`src/rtl/rat_alu_pkg.sv`:
```
// Shared types for the RAT ALU: opcode encoding, sequencer states and the flag pair.
package rat_alu_pkg;

  typedef enum logic [3:0] {
    OP_ADD  = 4'd0,
    OP_ADDC = 4'd1,
    OP_SUB  = 4'd2,
    OP_SUBC = 4'd3,
    OP_CMP  = 4'd4,
    OP_AND  = 4'd5,
    OP_OR   = 4'd6,
    OP_EXOR = 4'd7,
    OP_TEST = 4'd8,
    OP_LSL  = 4'd9,
    OP_LSR  = 4'd10,
    OP_ROL  = 4'd11,
    OP_ROR  = 4'd12,
    OP_ASR  = 4'd13,
    OP_MOV  = 4'd14,
    OP_MUL  = 4'd15
  } alu_op_t;

  typedef enum logic {
    ST_IDLE    = 1'b0,
    ST_MUL_RUN = 1'b1
  } state_t;

  typedef struct packed {
    logic c;
    logic z;
  } flags_t;

endpackage

```
`src/rtl/rat_alu_comb.sv`:
```
// Single-cycle RAT ALU core: computes result, flags and which of them the op writes.
module rat_alu_comb
  import rat_alu_pkg::*;
#(
  parameter int WIDTH = 8
) (
  input  logic [WIDTH-1:0] a,
  input  logic [WIDTH-1:0] b,
  input  logic             cin,
  input  alu_op_t          sel,
  output logic [WIDTH-1:0] r,
  output logic             c,
  output logic             z,
  output logic             wr_result,
  output logic             wr_flags
);

  localparam int EW = WIDTH + 1;

  logic [WIDTH:0] ext;

  always_comb begin
    ext       = '0;
    r         = '0;
    c         = 1'b0;
    wr_result = 1'b0;
    wr_flags  = 1'b0;
    case (sel)
      OP_ADD, OP_ADDC: begin
        ext       = {1'b0, a} + {1'b0, b} + EW'(cin & (sel == OP_ADDC));
        r         = ext[WIDTH-1:0];
        c         = ext[WIDTH];
        wr_result = 1'b1;
        wr_flags  = 1'b1;
      end
      // The extra top bit of the (WIDTH+1)-bit difference is the borrow.
      OP_SUB, OP_SUBC, OP_CMP: begin
        ext       = {1'b0, a} - {1'b0, b} - EW'(cin & (sel == OP_SUBC));
        r         = ext[WIDTH-1:0];
        c         = ext[WIDTH];
        wr_result = (sel != OP_CMP);
        wr_flags  = 1'b1;
      end
      OP_AND, OP_TEST: begin
        r         = a & b;
        wr_result = (sel == OP_AND);
        wr_flags  = 1'b1;
      end
      OP_OR: begin
        r         = a | b;
        wr_result = 1'b1;
        wr_flags  = 1'b1;
      end
      OP_EXOR: begin
        r         = a ^ b;
        wr_result = 1'b1;
        wr_flags  = 1'b1;
      end
      OP_LSL: begin
        r         = {a[WIDTH-2:0], cin};
        c         = a[WIDTH-1];
        wr_result = 1'b1;
        wr_flags  = 1'b1;
      end
      OP_LSR: begin
        r         = {cin, a[WIDTH-1:1]};
        c         = a[0];
        wr_result = 1'b1;
        wr_flags  = 1'b1;
      end
      OP_ROL: begin
        r         = {a[WIDTH-2:0], a[WIDTH-1]};
        c         = a[WIDTH-1];
        wr_result = 1'b1;
        wr_flags  = 1'b1;
      end
      OP_ROR: begin
        r         = {a[0], a[WIDTH-1:1]};
        c         = a[0];
        wr_result = 1'b1;
        wr_flags  = 1'b1;
      end
      OP_ASR: begin
        r         = {a[WIDTH-1], a[WIDTH-1:1]};
        c         = a[0];
        wr_result = 1'b1;
        wr_flags  = 1'b1;
      end
      OP_MOV: begin
        r         = b;
        wr_result = 1'b1;
      end
      default: ;
    endcase
    z = (r == '0);
  end

endmodule

```
`src/rtl/rat_alu_seq.sv`:
```
// Registered RAT ALU with internal C/Z flags, shadow flag save/restore and an
// iterative shift-add multiplier on opcode 15.
module rat_alu_seq #(
  parameter int WIDTH  = 8,
  parameter bit MUL_EN = 1'b1
) (
  input  logic             CLK,
  input  logic             RST,
  input  logic             START,
  input  logic [3:0]       SEL,
  input  logic [WIDTH-1:0] A,
  input  logic [WIDTH-1:0] B,
  input  logic             FLG_SAVE,
  input  logic             FLG_RESTORE,
  output logic [WIDTH-1:0] RESULT,
  output logic [WIDTH-1:0] RESULT_HI,
  output logic             C_FLAG,
  output logic             Z_FLAG,
  output logic             BUSY,
  output logic             DONE
);

  import rat_alu_pkg::*;

  localparam int            PW   = 2 * WIDTH;
  localparam int            CW   = $clog2(WIDTH);
  localparam logic [CW-1:0] LAST = CW'(WIDTH - 1);

  state_t           state, state_next;
  flags_t           flags, shadow, flags_next;
  alu_op_t          op;
  logic [PW-1:0]    mcand, acc, acc_step;
  logic [WIDTH-1:0] mplier, core_r;
  logic [CW-1:0]    cnt;
  logic             core_c, core_z, core_wr_result, core_wr_flags;
  logic             accept, mul_start, mul_last, single_op;

  rat_alu_comb #(.WIDTH(WIDTH)) u_core (
    .a         (A),
    .b         (B),
    .cin       (flags.c),
    .sel       (op),
    .r         (core_r),
    .c         (core_c),
    .z         (core_z),
    .wr_result (core_wr_result),
    .wr_flags  (core_wr_flags)
  );

  // With MUL_EN=0 opcode 15 falls through the core as a write-nothing op.
  always_comb begin
    op         = alu_op_t'(SEL);
    accept     = (state == ST_IDLE) && START;
    mul_start  = accept && (op == OP_MUL) && MUL_EN;
    single_op  = accept && !mul_start;
    mul_last   = (state == ST_MUL_RUN) && (cnt == LAST);
    acc_step   = mplier[0] ? acc + mcand : acc;
    flags_next = flags;
    if (single_op && core_wr_flags) begin
      flags_next.c = core_c;
      flags_next.z = core_z;
    end
    if (mul_last) begin
      flags_next.c = |acc_step[PW-1:WIDTH];
      flags_next.z = (acc_step == '0);
    end
  end

  always_comb begin
    state_next = state;
    BUSY       = (state == ST_MUL_RUN);
    case (state)
      ST_IDLE:    if (mul_start) state_next = ST_MUL_RUN;
      ST_MUL_RUN: if (mul_last)  state_next = ST_IDLE;
      default:    state_next = ST_IDLE;
    endcase
  end

  always_ff @(posedge CLK) begin
    if (RST) state <= ST_IDLE;
    else     state <= state_next;
  end

  always_ff @(posedge CLK) begin
    if (RST) begin
      RESULT    <= '0;
      RESULT_HI <= '0;
      flags     <= '0;
      shadow    <= '0;
      DONE      <= 1'b0;
      mcand     <= '0;
      mplier    <= '0;
      acc       <= '0;
      cnt       <= '0;
    end else begin
      DONE <= single_op || mul_last;
      if (single_op && core_wr_result) begin
        RESULT    <= core_r;
        RESULT_HI <= '0;
      end
      if (mul_start) begin
        mcand  <= PW'(A);
        mplier <= B;
        acc    <= '0;
        cnt    <= '0;
      end else if (state == ST_MUL_RUN) begin
        acc    <= acc_step;
        mcand  <= mcand << 1;
        mplier <= mplier >> 1;
        cnt    <= cnt + CW'(1);
      end
      if (mul_last) begin
        RESULT    <= acc_step[WIDTH-1:0];
        RESULT_HI <= acc_step[PW-1:WIDTH];
      end
      // Restore beats any op flag write; save/restore together swap.
      flags <= FLG_RESTORE ? shadow : flags_next;
      if (FLG_SAVE) shadow <= flags;
    end
  end

  always_comb begin
    C_FLAG = flags.c;
    Z_FLAG = flags.z;
  end

endmodule
```
`config.mk`:
```
export PLATFORM = sky130hd
export DESIGN_NAME = rat_alu_seq
export DESIGN_NICKNAME = d
export VERILOG_FILES = /design/src/rtl/rat_alu_pkg.sv /design/src/rtl/rat_alu_comb.sv /design/src/rtl/rat_alu_seq.sv
export SDC_FILE = /design/constraint.sdc
export NUM_CORES = 1
export LEC_CHECK = 0
export CAP_MARGIN = 20
export CORE_MARGIN = 5
export CORE_UTILIZATION = 35
export CTS_BUF_LIST = sky130_fd_sc_hd__clkbuf_4 sky130_fd_sc_hd__clkbuf_8
export DETAILED_ROUTE_END_ITERATION = 7
export SLEW_MARGIN = 20
export SYNTH_ARGS = -nofsm -noshare
export SYNTH_HDL_FRONTEND = slang
export SYNTH_SLANG_ARGS = --single-unit
export TNS_END_PERCENT = 10
```
`constraint.sdc`:
```
create_clock -name CLK -period 4.8 [get_ports CLK]
set_clock_uncertainty 0.05 [all_clocks]
set_input_delay 0.96 -clock CLK [delete_from_list [all_inputs] [get_ports CLK]]
set_output_delay 0.96 -clock CLK [all_outputs]
set_load 0.01 [all_outputs]
```
# After elaboration in Yosys (flattened, before gate mapping)
# Index checks and enable logic that the tools add are counted.
# totals
register_bits	65
in_bits	25
output_inout_bits	20
elab_cells	84
# op_classes
addsub	6
n_eq_ne	17
n_mux	19
bitwise_logic	6
reduce_logical	23
# ops
operator	n
one-hot mux 8 bit (11 select lines)	1
two-way mux 8 bit	8
== test 4 bit, second input constant	8
adder 16 bit	1
== test 4 x 3 -> 1 bit, second input constant	4
zero test 16 bit	1
two-way mux 16 bit	1
OR reduction 14 bit	1
OR reduction 10 bit	1
adder 8 x 8 -> 9 bit	1
adder 9 bit	1
subtractor 8 x 8 -> 9 bit	1
subtractor 9 bit	1
AND 8 bit	1
== test 4 x 2 -> 1 bit, second input constant	2
zero test 8 bit	1
OR 8 bit	1
OR reduction 2 bit	4
OR reduction 8 bit	1
XOR 8 bit	1
logical AND 1 bit	6
two-way mux 2 bit	3
OR reduction 3 bit	2
== test 4 x 1 -> 1 bit, second input constant	1
other kinds (14)	18

# Longest topological paths before layout
# Gate-level depths: netlist of run 1.
# logic_depth
word_depth	9
depth_mapped	14
mapped_depth_nobuf	13

# Hierarchy
# From an unflattened synthesis of run 1, not the netlist that was laid out.
# hier_totals
cells_unflattened	704
hier_area_um2	5575.3
# by_module_without_submodules
module	instances	cells_each	area_each_um2	seq_area_each_um2
rat_alu_seq	1	437	3668.5	1301.2
rat_alu_comb	1	267	1906.8	0.0

# Worst setup path before layout of run 1
# Ideal clock, no wire load.
# synth_path
path_type	input to register
from	input SEL[1]
to	register flags, in the netlist Z_FLAG
setup_ns	0.075
t_arrival_ns	4.073
t_required_ns	4.675
slack_ns	0.603
path_stages	14
n_path_buf	2
path_cell_list	buf_4 > buf_4 > nor3_1 > nand3_1 > fa_1 > fa_1 > nor3_1 > a211oi_1 > a21oi_1 > a2111oi_0 > nand3_1 > nor4b_2 > a311oi_1 > o22ai_1
# synth_between
elab_chain_len	8
word_cells_on_any_way	35
cone_classes	2 x add/sub; 15 x eq/ne; 5 x mux; 2 x bitwise; 11 x reduce/logical
# synth_lines
element	line	text
from (decl)	rat_alu_seq.sv:10	input logic [3:0] SEL,
== test 4 x 2 -> 1 bit or == test 4 x 1 -> 1 bit (tied branches)	rat_alu_comb.sv:28, rat_alu_comb.sv:38, rat_alu_comb.sv:30	
AND 1 bit, on equally long branches	rat_alu_comb.sv:38, rat_alu_comb.sv:30	
subtractor 9 bit or adder 9 bit (tied branches)	rat_alu_comb.sv:38, rat_alu_comb.sv:30	
one-hot mux 8 bit (11 select lines)	rat_alu_comb.sv:28	case (sel)
zero test 8 bit	rat_alu_comb.sv:95	z = (r == '0);
two-way mux 2 bit	rat_alu_seq.sv:59	if (single_op && core_wr_flags) begin
two-way mux 2 bit	rat_alu_seq.sv:63	if (mul_last) begin
two-way mux 2 bit	rat_alu_seq.sv:117	flags <= FLG_RESTORE ? shadow : flags_next;
to (signal assigned)	rat_alu_seq.sv:117	
to (decl)	rat_alu_seq.sv:30	flags_t flags, shadow, flags_next;
# Several ways; a longest one is shown, not always the timed one. The select of a mux whose other input is x is not followed.
# A chain may end at the register's enable or synchronous reset.

# Worst setup path after layout of run 1
# layout_path
from	input SEL[3]
to	register flags, in the netlist Z_FLAG
# The elaborated chain is that of the path after synthesis.

==> results of run 1 <==
-- through the flow --
stage / power, W / std cells
after global routing: 0.00138 / 885
final: 0.00130 / 885
after floorplan: 0.000778 / 661
after detailed placement: 0.000892 / 869
after global placement: 0.000891 / 869
after CTS: 0.00132 / 885
-- cell usage in the layout (no fill, tap or decap), drive strengths merged, types with 16 or more instances in the layout --
cell type | netlist | layout
mux2i | 29 | 29
a21oi | 54 | 54
o21ai | 24 | 24
clkdlybuf4s50 | 0 | 44
nand2 | 54 | 54
inv | 38 | 38
nor3 | 16 | 16
dfxtp | 65 | 65
a22oi | 31 | 31
nor2 | 83 | 83
ha | 47 | 47
-- Yosys cell counts, drive strengths merged, types with 3 or more instances --
cell type,count
a2111oi,3
a211o,5
a211oi,14
a21o,8
a21oi,54
a221o,3
a22o,6
a22oi,31
a2bb2oi,4
a31oi,11
buf,12
clkbuf,23
dfxtp,65
fa,5
ha,47
inv,38
mux2,3
mux2i,29
nand2,54
nand2b,7
nand3,13
nand4,4
nor2,83
nor2b,13
nor3,16
nor4,3
o2111ai,3
o211ai,5
o21a,4
o21ai,24
o22ai,3
or2,3
or3,5
xnor2,14
xor2,7
-- final timing paths --
| kind | to | startpoint | slack (ns) |
|---|---|---|---|
| max | Z_FLAG | SEL[3] | 0.43 |
| min | RESULT[5] | RESULT[5] | 0.41 |
| max reg2reg | Z_FLAG | C_FLAG | 1.23 |
| min reg2reg | RESULT[5] | RESULT[5] | 0.41 |
-- final cells by class --
class	count	area (sq um)	share of cell area [%]
inverter	39	146	2.42
sequential	65	1300	21.5
timing repair buffer	59	553	9.14
multi-input combinational	522	3650	60.3
clock inverter	3	17.5	0.289
clock buffer	13	154	2.54
tap	184	230	3.80
-- cell families after synthesis --
logic type               Yosys count
buffers and inverters             74
flip-flops                        65
AO/OA/AOI/OAI                    201
adder cells (fa/ha/maj)           52
AND/OR/NAND/NOR                  216
multiplexers                      32
XOR/XNOR                          21
-- power breakdown --
| group | leakage (nW) | internal [W] | switching, W |
|---|---|---|---|
| logic | 1.69 | 0.000138 | 0.000185 |
| registers | 0.526 | 0.000550 | 0.00000957 |
| clock network | 0.0911 | 0.000209 | 0.000211 |
| total | 2.30 | 0.000898 | 0.000405 |
-- worst max-delay path, stage by stage --
cell and delay (ns):
clkdlybuf4s50_1 0.46, nor3_1 0.28, nand3_1 0.15, fa_1 0.45, fa_1 0.50, nor3_1 0.04, a211oi_1 0.22, a21oi_1 0.06
a2111oi_0 0.62, buf_4 0.22, nand3_1 0.07, nor4b_2 0.25, a311oi_1 0.13, o22ai_1 0.17
-- flip-flops by register name (all words and copies together) (netlist names) --
register / flops
mcand: 16
acc: 16
DONE: 1
cnt: 3
RESULT: 8
mplier: 8
shadow: 2
C_FLAG: 1
BUSY: 1
Z_FLAG: 1
RESULT_HI: 8
-- layer usage --
metal | global-route usage (%) | wire, microns | part of all wire [%] | vias to the layer above
li1 | - | - | - | 2474
met4 | 6.58 | 350 | 2.2 | 0
met5 | 0 | 0 | 0 | -
met1 | 24.6 | 7500 | 47 | 2403
met2 | 28.1 | 7280 | 46 | 145
met3 | 3.49 | 814 | 5.1 | 26
==> run summary, run 1 <==
Status -> finished, final reports clean
Via count -> 5,048
Worst Tran Pin Value -> 0.921 ns
Avg Cell Area, Syn -> 7.95 sq um
Post-CTS setup buffer count -> 0
LEAKAGE -> 2.30 nW
Complex-gate fraction of the synthesized area -> 26.9%
I/O pins -> 45
CP required -> 5.03 ns
Post-Route Setup TNS -> 0 ns
Ys Warns -> 0
Design Area, Final -> 0.00605 sq mm
Worst setup EP type -> flop
Drt drc -> 0
Post-placement setup slack -> 0.122 ns
Clock Latency Late Sink -> 0.36 ns
PortBufs -> 44
Cell taking the most area after synthesis -> dfxtp_1
RSZ-0062 raised after global routing -> no
Main synth FF type -> dfxtp_1
Reg2reg path depth -> 12
DR vias/cell -> 5.70
Fin. max-slew vios -> 0
Unique masters post-synth -> 73
Crit path time final -> 4.37 ns
Final setup fails -> 0
CP max FO -> 3
Cells after Synth -> 661
Layout cell share with drive strength beyond 1 -> 7.70%
Clk sink count -> 65
HP Class -> flop to flop
H-tree levels -> 3
Antenna violations before repair -> 0
Largest cells by area after synthesis -> dfxtp_1 (25%), ha_1 (11%), nor2_1 (5.9%)
Rows -> 44
Post-synth ARST share -> 0%
Dpl hpwl -> 12.3 mm
Routed wire length -> 15.9 mm
CP Class -> primary input to flop
Number of DRC markers in iteration 0 -> 379
CTS tree -> yes
Diodes inserted -> 0
DR WL/cell -> 18.0 microns
Adder-cell share of the synthesized area -> 13.1%
Hold path depth -> 2
Full die area -> 0.0176 sq mm
Fill cells -> 1,504
Mux contribution to synthesized area -> 6.17%
Final hold slack -> 0.408 ns
Area grow syn2layout -> 15.2%
Critical Path Start Type -> primary input
Utilization after layout -> 41.3%
First-pass GRT wire length -> 25.5 mm
Tcrit/Tclk final -> 91.1%
Largest family of logic cells by synthesized area -> compound AO/OA/AOI/OAI gates
Simple-Gate Fraction of Synth Area -> 19.6%
EDFF count, synth -> 0
Nets -> 773
DRT antenna net count -> 0
Seq/Total Area, Yosys -> 24.8%
Max Clk Rate -> 0.229 GHz
Tot GR Track Use -> 18.0%
Num CTS Buffers -> 9
Vias in the first global route -> 4,754
Hold Fails Final Rpt -> 0
Xor/xnor cell area share of the yosys netlist -> 3.50%
Core area -> 0.0146 sq mm
WP data arrival -> 4.60 ns
Die Ht -> 133 microns
# hold bufs at CTS -> 0
Slew HR -> 37.0%
Gr ovfl total -> 0
# Max-Cap Violations -> 0
Synth top area share -> 24.8%
Die X -> 133 microns
Post-cts resize count -> 0
Starting density of the core -> 35.9%
Placer Congestion -> 0.956
Synth Cell Area -> 0.00525 sq mm
Root buffer cell -> clkbuf_8
Largest net degree at the start of global routing -> 33
Drt pass-1 iters -> 5
Yosys reg bits -> 65
Power Density -> 215 mW/mm^2
Peak supply drop -> 0.000117 V
Post-DP Area -> 0.00588 sq mm
Max clock buf depth -> 2
Clock slew at reported path FFs -> 0.07 ns
Worst Slack Setup Final -> 0.429 ns
Synth Net Count -> 738
Note: power is estimated with default switching activity, not from simulation.
==> inputs of run 2 (changes only) <==
CORE_UTILIZATION = 40   (was 35)
CTS_CLUSTER_DIAMETER = 40   (was not set)
==> run 2 against run 1 <==
Routed wire length down 2.8%; final area unchanged; largest cell class unchanged; via count about the same; hold slack worse by 0.0031 ns; largest power group unchanged; utilization up 6.1 points; critical endpoint unchanged; worst setup slack worse by 0.068 ns; critical path depth unchanged; count of clock-buffer cells in the layout down 1; die area down 12%; first-iteration DRC count down 21%; combinational power about the same; clock power up 4%.
==> run summary, run 2 (synthesis gave the netlist of run 1 again) <==
WP data arrival -> 4.67 ns (+0.07 ns)
Tcrit/Tclk final -> 92.5% (+1.4 points)
Root buffer cell -> clkbuf_8
LEAKAGE -> 2.30 nW (-0.13%)
CP max-delay cell -> a2111oi_0
Commonest non-fill, non-tap cells in the layout -> nor2_1 (83), dfxtp_1 (64), nand2_1 (54)
Gr ovfl total -> 0 (unchanged)
GR Layer Usage met1 -> 26.4% (+1.8 points)
Die X -> 125 microns (-6.0%)
Final setup fails -> 0 (unchanged)
Hold Fails Final Rpt -> 0 (unchanged)
Cell family with most CP delay -> compound AO/OA/AOI/OAI gates
Commonest non-fill, non-tap cell in the layout -> nor2_1
CP bufs+invs -> 2 (unchanged)
Worst Tran Pin Value -> 0.890 ns (-0.0309 ns)
Drt pass-1 iters -> 4 (-1)
Core area -> 0.0128 sq mm (-13%)
Antenna violations before repair -> 0 (unchanged)
Max clock buf depth -> 2 (unchanged)
Clock Latency Late Sink -> 0.36 ns (about the same)
Utilization after layout -> 47.4% (+6.1 points)
Vias in the first global route -> 4,739 (-0.32%)
Fin. max-slew vios -> 0 (unchanged)
Die Ht -> 125 microns (-6.0%)
H-tree levels -> 3 (unchanged)
Post-Route Setup TNS -> 0 ns (unchanged)
Top Registers -> acc x16, mcand x16
Nets -> 773 (unchanged)
Placer Congestion -> 0.917 (-4.1%)
Clk sink count -> 65 (unchanged)
M2 GR Usage -> 30.8% (+2.7 points)
Drt drc -> 0 (unchanged)
Area grow syn2layout -> 15.2% (unchanged)
Diodes inserted -> 0 (unchanged)
Worst setup EP type -> flop
Crit path time final -> 4.44 ns (+0.0679 ns)
CP max FO -> 3 (unchanged)
Power Density -> 218 mW/mm^2 (+1.1%)
Worst path max stage delay -> 0.64 ns (+0.02 ns)
Layout cell share with drive strength beyond 1 -> 7.70% (unchanged)
Post-cts resize count -> 0 (unchanged)
GRT met3 Usage -> 5.15% (+1.7 points)
Num CTS Buffers -> 9 (unchanged)
DRT antenna net count -> 0 (unchanged)
Largest net degree at the start of global routing -> 39 (+18%)
Critical Path Start Type -> primary input
Rows -> 41 (-6.8%)
CTS tree -> yes
Peak supply drop -> 0.000101 V (-13%)
Status -> finished, final reports clean
Post-DP Area -> 0.00587 sq mm (-0.26%)
CP Class -> primary input to flop
First-pass GRT wire length -> 25.0 mm (-2.0%)
# hold bufs at CTS -> 0 (unchanged)
Reg2reg path depth -> 12 (unchanged)
Full die area -> 0.0155 sq mm (-12%)
DR WL/cell -> 17.8 microns (-1.5%)
Max Clk Rate -> 0.225 GHz (-1.5%)
Number of DRC markers in iteration 0 -> 298 (-21%)
Worst-path cell chain -> clkdlybuf4s50_1 > nor3_1 > nand3_1 > fa_1 > fa_1 > nor3_1 > a211oi_1 > a21oi_1 > a2111oi_0 > buf_4 > nand3_1 > nor4b_2 > a311oi_1 > o22ai_1
Via count -> 5,050 (+0.040%)
Dpl hpwl -> 12.0 mm (-2.5%)
Clock slew at reported path FFs -> 0.07 ns (about the same)
CP required -> 5.03 ns (about the same)
Fill cells -> 1,273 (-15%)
# Max-Cap Violations -> 0 (unchanged)
Post-CTS setup buffer count -> 0 (unchanged)
DR vias/cell -> 5.78 (+1.4%)
PortBufs -> 44 (unchanged)
I/O pins -> 45 (unchanged)
Final hold slack -> 0.404 ns (-0.00309 ns)
Busiest grt layer -> met2
Slew HR -> 40.4% (+3.4 points)
Hold path depth -> 2 (unchanged)
Critical path depth -> 14 (unchanged)
Starting density of the core -> 41.1% (+5.3 points)
HP Class -> flop to flop
Routed wire length -> 15.5 mm (-2.8%)
Design Area, Final -> 0.00605 sq mm (unchanged)
Tot GR Track Use -> 19.7% (+1.7 points)
RSZ-0062 raised after global routing -> no
==> run 2: power by group <==
group	internal [W]	switching (W)	leakage [nW]	total, W
combinational	0.000138	0.000182	1.69	0.000321
clock	0.000220	0.000215	0.0880	0.000435
sequential	0.000550	0.0000104	0.526	0.000561
total	0.000909	0.000408	2.30	0.00132
==> run 2: cell type report <==
type / count / area, sq um / share of cell area, %
multi-input combinational: 522 / 3650 / 60.3
clock buffer: 12 / 159 / 2.63
inverter: 39 / 146 / 2.42
sequential: 65 / 1300 / 21.5
tap: 172 / 215 / 3.56
clock inverter: 4 / 27.5 / 0.455
timing repair buffer: 59 / 553 / 9.14
==> run 2: final timing paths <==
path	from	end	slack, ns
worst min-delay path	RESULT[5]	RESULT[5]	0.40
worst max-delay path	SEL[1]	Z_FLAG	0.36
worst max register to register	C_FLAG	Z_FLAG	1.19
worst min register to register	RESULT[5]	RESULT[5]	0.40
==> run 2: per-layer routing <==
layer | wire length (microns) | part of all wire, %
met4 | 295 | 1.9
met2 | 7110 | 46
met5 | 0 | 0
met1 | 7150 | 46
met3 | 944 | 6.1
==> run 2: metrics by stage <==
step | power, W | instances | setup WS [ns]
5_1_grt | 0.00138 | 873 | 0.122
3_3_place_gp | 0.000884 | 857 | 0.216
4_1_cts | 0.00133 | 873 | 0.467
6_report | 0.00132 | 873 | 0.361
3_5_place_dp | 0.000889 | 857 | 0.0874
2_1_floorplan | 0.000778 | 661 | 0.603
==> run 2: tightest hold or removal path, cell delays in order (launching register included) <==
cell	delay [ns]
dfxtp_1	0.31
nand2_1	0.05
a21oi_1	0.05
==> inputs of run 3 (changes only) <==
CTS_CLUSTER_DIAMETER = not set   (was 40)
==> results of run 3 <==
The final DEF is identical to that of run 2; final timing and power are the same.
